==> src/rtl/status_register_stack_if.sv <==
// Bus bundle for status_register_stack: flag write inputs, push/pop controls and status outputs.
interface status_register_stack_if #(
    parameter int unsigned WIDTH = 2,
    parameter int unsigned DEPTH = 4
);
    localparam int unsigned DW = $clog2(DEPTH + 1);

    logic [WIDTH-1:0] status_in;
    logic [WIDTH-1:0] status_wr_mask;
    logic             status_push;
    logic             status_pop;
    logic [WIDTH-1:0] status_out;
    logic [DW-1:0]    status_depth;
    logic             status_full;
    logic             status_empty;
    logic             status_err;

    modport master (
        output status_in, status_wr_mask, status_push, status_pop,
        input  status_out, status_depth, status_full, status_empty, status_err
    );

    modport slave (
        input  status_in, status_wr_mask, status_push, status_pop,
        output status_out, status_depth, status_full, status_empty, status_err
    );
endinterface

==> src/rtl/status_register_stack.sv <==
// Masked-write status register with a LIFO save/restore stack.
// Optional STATUS_ERR_STICKY_EN: overflow/underflow error holds until reset instead of pulsing.
module status_register_stack #(
    parameter int unsigned WIDTH = 2,
    parameter int unsigned DEPTH = 4
) (
    input logic                   clock,
    input logic                   status_reset,
    status_register_stack_if.slave bus
);
    localparam int unsigned DW = $clog2(DEPTH + 1);
    localparam int unsigned IW = (DEPTH > 1) ? $clog2(DEPTH) : 1;

    logic [WIDTH-1:0] r_out;
    logic [DW-1:0]    r_depth;
    logic             r_err;
    logic [WIDTH-1:0] r_stack [DEPTH];

    logic [WIDTH-1:0] w_written;
    logic [WIDTH-1:0] w_out_next;
    logic [DW-1:0]    w_depth_next;
    logic             w_stack_we;
    logic [IW-1:0]    w_stack_idx;
    logic [IW-1:0]    w_top_idx;
    logic [IW-1:0]    w_push_idx;
    logic             w_full;
    logic             w_empty;
    logic             w_event;

    assign w_full     = (r_depth == DW'(DEPTH));
    assign w_empty    = (r_depth == '0);
    assign w_top_idx  = IW'(r_depth - 1'b1);
    assign w_push_idx = IW'(r_depth);
    assign w_written  = (r_out & ~bus.status_wr_mask) | (bus.status_in & bus.status_wr_mask);

    always_comb begin
        w_out_next   = w_written;
        w_depth_next = r_depth;
        w_stack_we   = 1'b0;
        w_stack_idx  = w_push_idx;
        w_event      = 1'b0;
        if (bus.status_pop) begin
            if (w_empty) begin
                w_event = 1'b1;
            end else begin
                // Exchange swaps in place; a plain pop drops the top entry.
                w_out_next = r_stack[w_top_idx];
                if (bus.status_push) begin
                    w_stack_we  = 1'b1;
                    w_stack_idx = w_top_idx;
                end else begin
                    w_depth_next = r_depth - 1'b1;
                end
            end
        end else if (bus.status_push) begin
            if (w_full) begin
                w_event = 1'b1;
            end else begin
                w_stack_we   = 1'b1;
                w_depth_next = r_depth + 1'b1;
            end
        end
    end

    always_ff @(posedge clock) begin
        if (status_reset) begin
            r_out   <= '0;
            r_depth <= '0;
            r_err   <= 1'b0;
        end else begin
            r_out   <= w_out_next;
            r_depth <= w_depth_next;
`ifdef STATUS_ERR_STICKY_EN
            r_err   <= r_err | w_event;
`else
            r_err   <= w_event;
`endif
        end
    end

    // Stack contents are not reset; depth alone decides what is reachable.
    always_ff @(posedge clock) begin
        if (!status_reset && w_stack_we) begin
            r_stack[w_stack_idx] <= r_out;
        end
    end

    assign bus.status_out   = r_out;
    assign bus.status_depth = r_depth;
    assign bus.status_full  = w_full;
    assign bus.status_empty = w_empty;
    assign bus.status_err   = r_err;
endmodule

==> src/flat_wrapper.sv <==
// flat-port wrapper written by rule: the top's interface ports become plain ports
module status_register_stack_flat 
#(
    parameter int unsigned WIDTH = 2,
    parameter int unsigned DEPTH = 4
)
  (clock, status_reset, bus_status_in, bus_status_wr_mask, bus_status_push, bus_status_pop, bus_status_out, bus_status_depth, bus_status_full, bus_status_empty, bus_status_err);
  status_register_stack_if #(.WIDTH(WIDTH), .DEPTH(DEPTH)) bus_i ();
  input logic clock;
  input logic status_reset;
  input wire logic [$bits(bus_i.status_in)-1:0] bus_status_in;
  input wire logic [$bits(bus_i.status_wr_mask)-1:0] bus_status_wr_mask;
  input wire logic [$bits(bus_i.status_push)-1:0] bus_status_push;
  input wire logic [$bits(bus_i.status_pop)-1:0] bus_status_pop;
  output wire logic [$bits(bus_i.status_out)-1:0] bus_status_out;
  output wire logic [$bits(bus_i.status_depth)-1:0] bus_status_depth;
  output wire logic [$bits(bus_i.status_full)-1:0] bus_status_full;
  output wire logic [$bits(bus_i.status_empty)-1:0] bus_status_empty;
  output wire logic [$bits(bus_i.status_err)-1:0] bus_status_err;
  assign bus_i.status_in = bus_status_in;
  assign bus_i.status_wr_mask = bus_status_wr_mask;
  assign bus_i.status_push = bus_status_push;
  assign bus_i.status_pop = bus_status_pop;
  assign bus_status_out = bus_i.status_out;
  assign bus_status_depth = bus_i.status_depth;
  assign bus_status_full = bus_i.status_full;
  assign bus_status_empty = bus_i.status_empty;
  assign bus_status_err = bus_i.status_err;
  status_register_stack #(.WIDTH(WIDTH), .DEPTH(DEPTH)) u_core (.clock(clock), .status_reset(status_reset), .bus(bus_i));
endmodule
==> config.mk <==
export PLATFORM = sky130hd
export DESIGN_NAME = status_register_stack_flat
export DESIGN_NICKNAME = d
export VERILOG_FILES = /design/src/rtl/status_register_stack_if.sv /design/src/rtl/status_register_stack.sv /design/src/flat_wrapper.sv
export SDC_FILE = /design/constraint.sdc
export NUM_CORES = 1
export LEC_CHECK = 0
export BUFFER_PORTS_ARGS = -buffer_cell sky130_fd_sc_hd__buf_2
export CORE_MARGIN = 4
export CORE_UTILIZATION = 56
export DETAILED_ROUTE_END_ITERATION = 10
export PLACE_DENSITY = 0.81
export RECOVER_POWER = 100
export SLEW_MARGIN = 20
export SYNTH_ARGS = -nofsm -noshare
export SYNTH_HDL_FRONTEND = slang
export SYNTH_SLANG_ARGS = --single-unit
==> constraint.sdc <==
create_clock -name clock -period 4.2 [get_ports clock]
set_input_delay 0.42 -clock clock [delete_from_list [all_inputs] [get_ports clock]]
set_output_delay 0.42 -clock clock [all_outputs]
set_load 0.05 [all_outputs]
==> results of run 1 <==
## cell type report
cell class,instances,area (um^2)
Fill cell,105,444
Multi-Input combinational cell,49,383
Sequential cell,14,360
Timing Repair Buffer,15,65.1
Clock buffer,3,22.5
Inverter,5,20.0
Tap cell,15,18.8
Clock inverter,1,3.75
## per-stage QoR
| step | setup WS (ns) | std cells | utilization | hold slack (ns) |
|---|---|---|---|---|
| finish | 1.52 | 102 | 0.663 | 0.451 |
| floorplan | 1.71 | 71 | - | 0.623 |
| CTS | 1.92 | 102 | 0.677 | 0.446 |
| global route | 1.29 | 102 | 0.663 | 0.464 |
| global placement | 2.01 | 98 | 0.657 | 0.527 |
| detailed placement | 1.94 | 98 | 0.657 | 0.527 |
## cell usage in the layout (no fill, tap or decap), drive strengths merged
cell,n
edfxtp,8
xor2,2
a21oi,4
clkbuf,11
ha,3
a211oi,3
a211o,1
nor2b,5
o21ai,1
mux2,2
mux2i,1
nand3b,1
o311ai,4
and2,1
nor2,4
clkinv,1
nand2b,1
nand2,1
or4,1
buf,7
a21o,1
inv,4
nor3,4
nand4,3
xnor2,1
a221oi,2
mux4,2
and3b,1
dfxtp,6
clkinvlp,1
## flip-flops by register name, summed over array words and instances, names as in the netlist
signal,count
u_core.bus.status_out,2
u_core.r_stack,8
u_core.bus.status_err,1
u_core.bus.status_depth,3
## cell usage after synthesis
cell	count	area (um^2)
edfxtp_1	8	240
dfxtp_1	6	120
nor2b_1	5	31.3
a21oi_1	4	20.0
nor2_1	4	15.0
nor3_1	4	20.0
o311ai_0	4	35.0
a211oi_1	3	22.5
ha_1	3	37.5
inv_1	3	11.3
nand4_1	3	18.8
a221oi_1	2	17.5
mux2_1	2	22.5
mux4_2	2	45.0
xor2_1	2	17.5
a211o_1	1	8.76
a21o_1	1	7.51
and2_1	1	6.26
and3b_1	1	8.76
buf_1	1	3.75
buf_2	1	5.00
buf_4	1	7.51
inv_2	1	3.75
inv_4	1	6.26
mux2i_1	1	10.0
nand2_1	1	3.75
nand2b_4	1	13.8
nand3b_1	1	7.51
o21ai_0	1	5.00
or4_1	1	7.51
xnor2_1	1	8.76
## per-layer routing
layer / part of all wire / vias to the layer above / global-route usage
met5: 0 / - / 0
met4: 0.017 / 0 / 0.0526
met2: 0.48 / 34 / 0.304
li1: - / 307 / -
met3: 0.064 / 6 / 0.0356
met1: 0.44 / 306 / 0.266
## worst paths after layout
path | start | depth (start not counted) | endpoint
min | status_reset | 2 | u_core.bus.status_depth[1]
min reg2reg | u_core.bus.status_out[0] | 0 | u_core.r_stack[0][0]
max | u_core.bus.status_depth[0] | 5 | bus_status_empty
max reg2reg | u_core.bus.status_depth[0] | 6 | u_core.r_stack[0][0]
## cell families (layout without fill, tap and decap cells)
logic type	after synthesis	count (layout)
compound gates	16	16
fa+ha+maj	3	3
xor+xnor	3	3
simple gates	22	22
flops	14	14
mux	5	5
buf+inv	8	24
## power groups by stage
| stage | clock (W) | sequential [W] | combinational (W) |
|---|---|---|---|
| global placement | 0 | 0.000187 | 0.000207 |
| CTS | 0.0000778 | 0.000185 | 0.000213 |
| detailed placement | 0 | 0.000188 | 0.000211 |
| floorplan | 0 | 0.000218 | 0.000136 |
| finish | 0.0000787 | 0.000185 | 0.000202 |
| global route | 0.0000841 | 0.000190 | 0.000218 |
==> results.md, run 1 <==
- Pins over their slew limit: 0
- Slew margin rel.: 0.603
- Hold Vio Cnt, Final: 0
- Die Area: approximately 2100 um^2
- Largest net degree at the start of global routing: 13
- Starting Density: 0.598
- Layout area overhead: 10.8%
- First-pass GRT wire length: 2.84 mm
- Hold WC Path Type: in -> reg
- Capturing element type of the critical path: output port
- Clock Power Share: 0.169
- Setup_tns: 0 ns
- Yosys reg bits: 14
- Total Power: approximately 0.00047 W
- Post-CTS Resized: 0
- PortBufs: 15
- Clock Path Buffers: 2
- CTS tree: done
- CP cell instances: inv_1 > ha_1 > nand2b_1 > clkinvlp_2 > clkbuf_1
- Combinational family with the most area after synthesis: simple AND/OR/NAND/NOR gates
- NetSw: 0.000207 W
- Nets: 99
- CTS root buf: clkbuf_4
- Crit share post-route: 0.637
- Number of buffers inserted during clock tree synthesis: 3
- DRC Markers: 0
- Clock-pin slew on the worst setup and hold paths: ~0.090 ns
- Measured slew at the worst slew-check pin: around 0.6 ns
- Synthesized Nets: just over 80
- HPWL Detailed: 1.28 mm
- Status: completed
- Post-synthesis sequential area ratio: 0.457
- # clock sinks: 14
- Latest clock arrival within the worst-skew pair: about 0.28 ns
- DR vias: about 650
- WL per Instance: around 17 um
- P_int: ~0.00026 W
- Die H: around 46 um
- Post-Synth Simple-Gate Area: 0.168
- Placed cell area: ~870 um^2
- Initial antenna violation count: 0
- Fmax: approximately 0.37 GHz
- Critical path buffers and inverters: 3
- Slowest CP cell: dfxtp_1
- Core Footprint: between 1000 and 1500 um^2
- Avg Cell Area, Syn: between 10 and 15 um^2
- Setup slack, reg-to-reg: about 1.5 ns
- Synth unique cells: 31
- Worst EP required: 3.78 ns
- Post-CTS Setup Bufs: 0
- Vias in the first global route: approximately 610
- Critical path arrival: 2.26 ns
- RSZ-0062 raised after global routing: false
- Flop pwr share: 0.397
- Htree depth: 1
- Comb power frac: 0.434
- Crit-path max cell delay: approximately 0.57 ns
- Post-synthesis mux area share: 0.0984
- WL final: ~1.7 mm
- Ports: 16
- Initial DRC count: 26
- ANT nets after route: 0
- Critical Path Fanout Max: 12
- Setup crit start kind: flip-flop
- Static Leak: approximately 0.32 nW
- Share of cells above drive strength 1: 0.161
- Diode count: 0
- Remaining Overflow, GRT: 0
- Synth Area in Compound Gates: 0.148
- Critical path's top delay family: buffers and inverters
- Synth Cell Area: between 700 and 800 um^2
- Syn Inst Count: between 70 and 80
- Initial DRT Pass Iterations: 4
- Power per cell area: between 500 and 600 nW/um^2
- Maxcap violations: 0
- Endpoints failing setup: 0
- DR vias/cell: approximately 6.4
- Clock Skews: around 0.0077 ns
- CP Class: reg -> out
- Finished Cell Area: 873 um^2
- # hold bufs at CTS: 0
- Net Sw Frac: 0.443
- Row Count: 13
- Die W: 45.5 um
- Routability cong.: ~0.9
- Crit path time final: about 2.7 ns
- Adder-Cell Fraction of Synth Area: 0.0476
- Tot GR Track Use: 0.192
- Synth Warn #: 0
- Peak supply drop: about 0.00029 V
- Synth Area in XOR/XNOR: 0.0333
Power figures use the tool's default switching activity.
==> run 2: changes to the inputs <==
ABC_AREA = 1   (was default)
CORE_ASPECT_RATIO = 1.1   (was default)
CORE_UTILIZATION = 52   (was 56)
PLACE_DENSITY = 0.76   (was 0.81)
clock period = 2.6 ns   (was 4.2 ns; I/O delays follow)
==> results.md, run 2 <==
- Die H: 49.4 um (+8.6%)
- Crit path time final: between 2 and 2.5 ns
- Status: completed
- RSZ-0062 raised after global routing: false
- Latest clock arrival within the worst-skew pair: 0.28 ns (about the same)
- Clock-pin slew on the worst setup and hold paths: 0.08 ns (about the same)
- Setup_tns: 0 ns (unchanged)
- Post-CTS Setup Bufs: 0 (unchanged)
- Final cell count without fillers: 140 (+37%)
- Setup slack after layout: 0.500 ns (-1.02 ns)
- Share of the synthesized area in the top cell type: 0.296 (-0.00892)
- Synth Warn #: 0 (unchanged)
- HPWL Detailed: 1.21 mm (-5.3%)
- Pre-CTS WS: 0.638 ns (-1.30 ns)
- Crit share post-route: 0.808
- Met3 usage: 0.0443 (+0.00871)
- Vias in the first global route: 596 (-2.0%)
- Register area: 360 um^2 (unchanged)
- Fmax: around 0.48 GHz
- Ports: 16 (unchanged)
- Biggest register: u_core.r_stack
- DR vias/cell: 4.81 (-25%)
- First-pass GRT wire length: 2.48 mm (-13%)
- Critical path arrival: 1.84 ns (-0.42 ns)
- Die Area: 2260 um^2 (+9.0%)
- Largest net degree at the start of global routing: 10 (-3)
- DR vias: 674 (+3.2%)
- WL per Instance: 10.5 um (-37%)
- Synthesized Nets: 117 (+43%)
- Layout area overhead: 13.3%
- PortBufs: 15 (unchanged)
- Die W: 45.7 um (+0.35%)
- Post-synthesis sequential area ratio: 0.444 (-0.0134)
- Max reg flops: 8 (unchanged)
- Ys async rst share: 0 (unchanged)
- Synth area leader: edfxtp_1
- Number of placed instances, taps included: 136 (+39%)
- Endpoints failing setup: 0 (unchanged)
- Pins over their slew limit: 0 (unchanged)
- DRC Markers: 0 (unchanged)
- Share of cells above drive strength 1: 0.161 (+0.000371)
- FILL cells: 125 (+19%)
- Ys flop type: edfxtp_1
- # clock sinks: 14 (unchanged)
- Synth top cells by count: 25 x nand2_1, 22 x nor2_1, 13 x inv_1
- Htree depth: 1 (unchanged)
- Static Leak: 0.435 nW (+36%)
- CP Class: reg -> out
- Remaining Overflow, GRT: 0 (unchanged)
- Starting Density: 0.572 (-0.0260)
- Worst EP required: 2.34 ns (-1.44 ns)
- Clock Path Buffers: 2 (unchanged)
- Capturing element type of the critical path: output port
- Setup crit start kind: flip-flop
- Nets: 136 (+37%)
- Synth unique cells: 22 (-29%)
- Total Power: 0.000672 W (+44%)
- Initial DRT Pass Iterations: 2 (-2)
- Most common cell in the synthesized netlist: nand2_1
- Initial DRC count: 6 (-77%)
- Avg Cell Area, Syn: 7.66 um^2 (-31%)
- ANT nets after route: 0 (unchanged)
- Ranking of synthesized cells by area: edfxtp_1 30%, dfxtp_1 15%, nand2_1 12%, nor2_1 10%, inv_1 6.0%
- Multi-input logic area: 377 um^2 (-1.6%)
- GR Util met2: 0.237 (-0.0664)
- Diode count: 0 (unchanged)
- Synth Cell Area: 812 um^2 (+3.0%)
- Initial antenna violation count: 0 (unchanged)
- Global Route met1 Usage: 0.178 (-0.0883)
- Hold WC Path Type: in -> reg
- Most frequent cells in the layout: 26 x nand2_1, 22 x nor2_1, 13 x inv_1
- Measured slew at the worst slew-check pin: 0.593 ns (-0.00590 ns)
- Slew margin rel.: 0.606 (+0.00392)
- Peak supply drop: 0.000418 V (+44%)
- CTS tree: done
- Power per cell area: 731 nW/um^2 (+37%)
- Most common cell after layout, fill and taps aside: nand2_1
- Tot GR Track Use: 0.156 (-0.0353)
- WL final: 1.47 mm (-13%)
- Number of buffers inserted during clock tree synthesis: 3 (unchanged)
- Post-synth EDFFs: 8 (unchanged)
- Clock Skews: 0.00721 ns (-0.000453 ns)
- CTS root buf: clkbuf_4
- Core Footprint: 1420 um^2 (+7.7%)
- Most used routing layer: met2
- Row Count: 14 (+1)
- Syn Inst Count: 106 (+49%)
- Hold Vio Cnt, Final: 0 (unchanged)
- Yosys reg bits: 14 (unchanged)
- Util after Layout: 0.648 (-0.0147)
- Routability cong.: 0.803 (-11%)
- # hold bufs at CTS: 0 (unchanged)
- Maxcap violations: 0 (unchanged)
- Post-CTS Resized: 0 (unchanged)
- Critical Path Fanout Max: 9 (-3)
-- run 2: cell count changes in the layout (fill, tap and decap cells not counted), sizes merged, moves of 5 or more --
cell   previous run  this run
inv               4        15
nand2             1        28
nand3             0         5
nor2              4        23
nor2b             5         0
o21ai             1        12
-- run 2: through the flow --
stage                     hold slack, ns  instance area, um^2
final                              0.148                  920
after global routing               0.149                  920
after global placement             0.447                  900
after CTS                          0.139                  936
after detailed placement           0.453                  900
after floorplan                    0.329                  812
-- run 2: cells by family after synthesis --
kind of cell | synth area share
simple gates | 0.319
compound gates | 0.0955
flops | 0.444
xor+xnor | 0.0108
buf+inv | 0.0848
fa+ha+maj | 0.0462
-- run 2: worst paths after layout --
kind,cells past startpoint,slack (ns),endpoint,start
max reg2reg,7,0.59,u_core.r_stack[0][1],u_core.bus.status_depth[0]
min,2,0.15,u_core.bus.status_depth[2],status_reset
max,5,0.50,bus_status_full,u_core.bus.status_depth[0]
min reg2reg,0,0.53,u_core.r_stack[2][0],u_core.bus.status_out[0]
-- run 2: final cells by class --
cell class                 count  area share
clock buffer                   4      0.0395
inverter                      16      0.0667
timing repair buffer          15      0.0707
tap                           16      0.0218
multi-input combinational     75       0.410
sequential                    14       0.392
-- run 2: worst max-delay path, cell delays in order, from the launching register on --
cell      delay, ns
dfxtp_1        0.39
inv_1          0.23
ha_1           0.32
nand2_1        0.10
inv_1          0.06
clkbuf_1       0.46
-- run 2: where the power goes --
part | total, W | internal, W | switching, W | leakage [nW]
logic | 0.000243 | 0.0000665 | 0.000176 | 0.291
clock network | 0.000153 | 0.0000853 | 0.0000674 | 0.0210
registers | 0.000276 | 0.000256 | 0.0000200 | 0.123
-- run 2: routing by layer --
metal / vias up / share of wire
li1: 372 / -
met4: 0 / 0.034
met2: 10 / 0.50
met5: - / 0
met1: 287 / 0.43
met3: 5 / 0.039
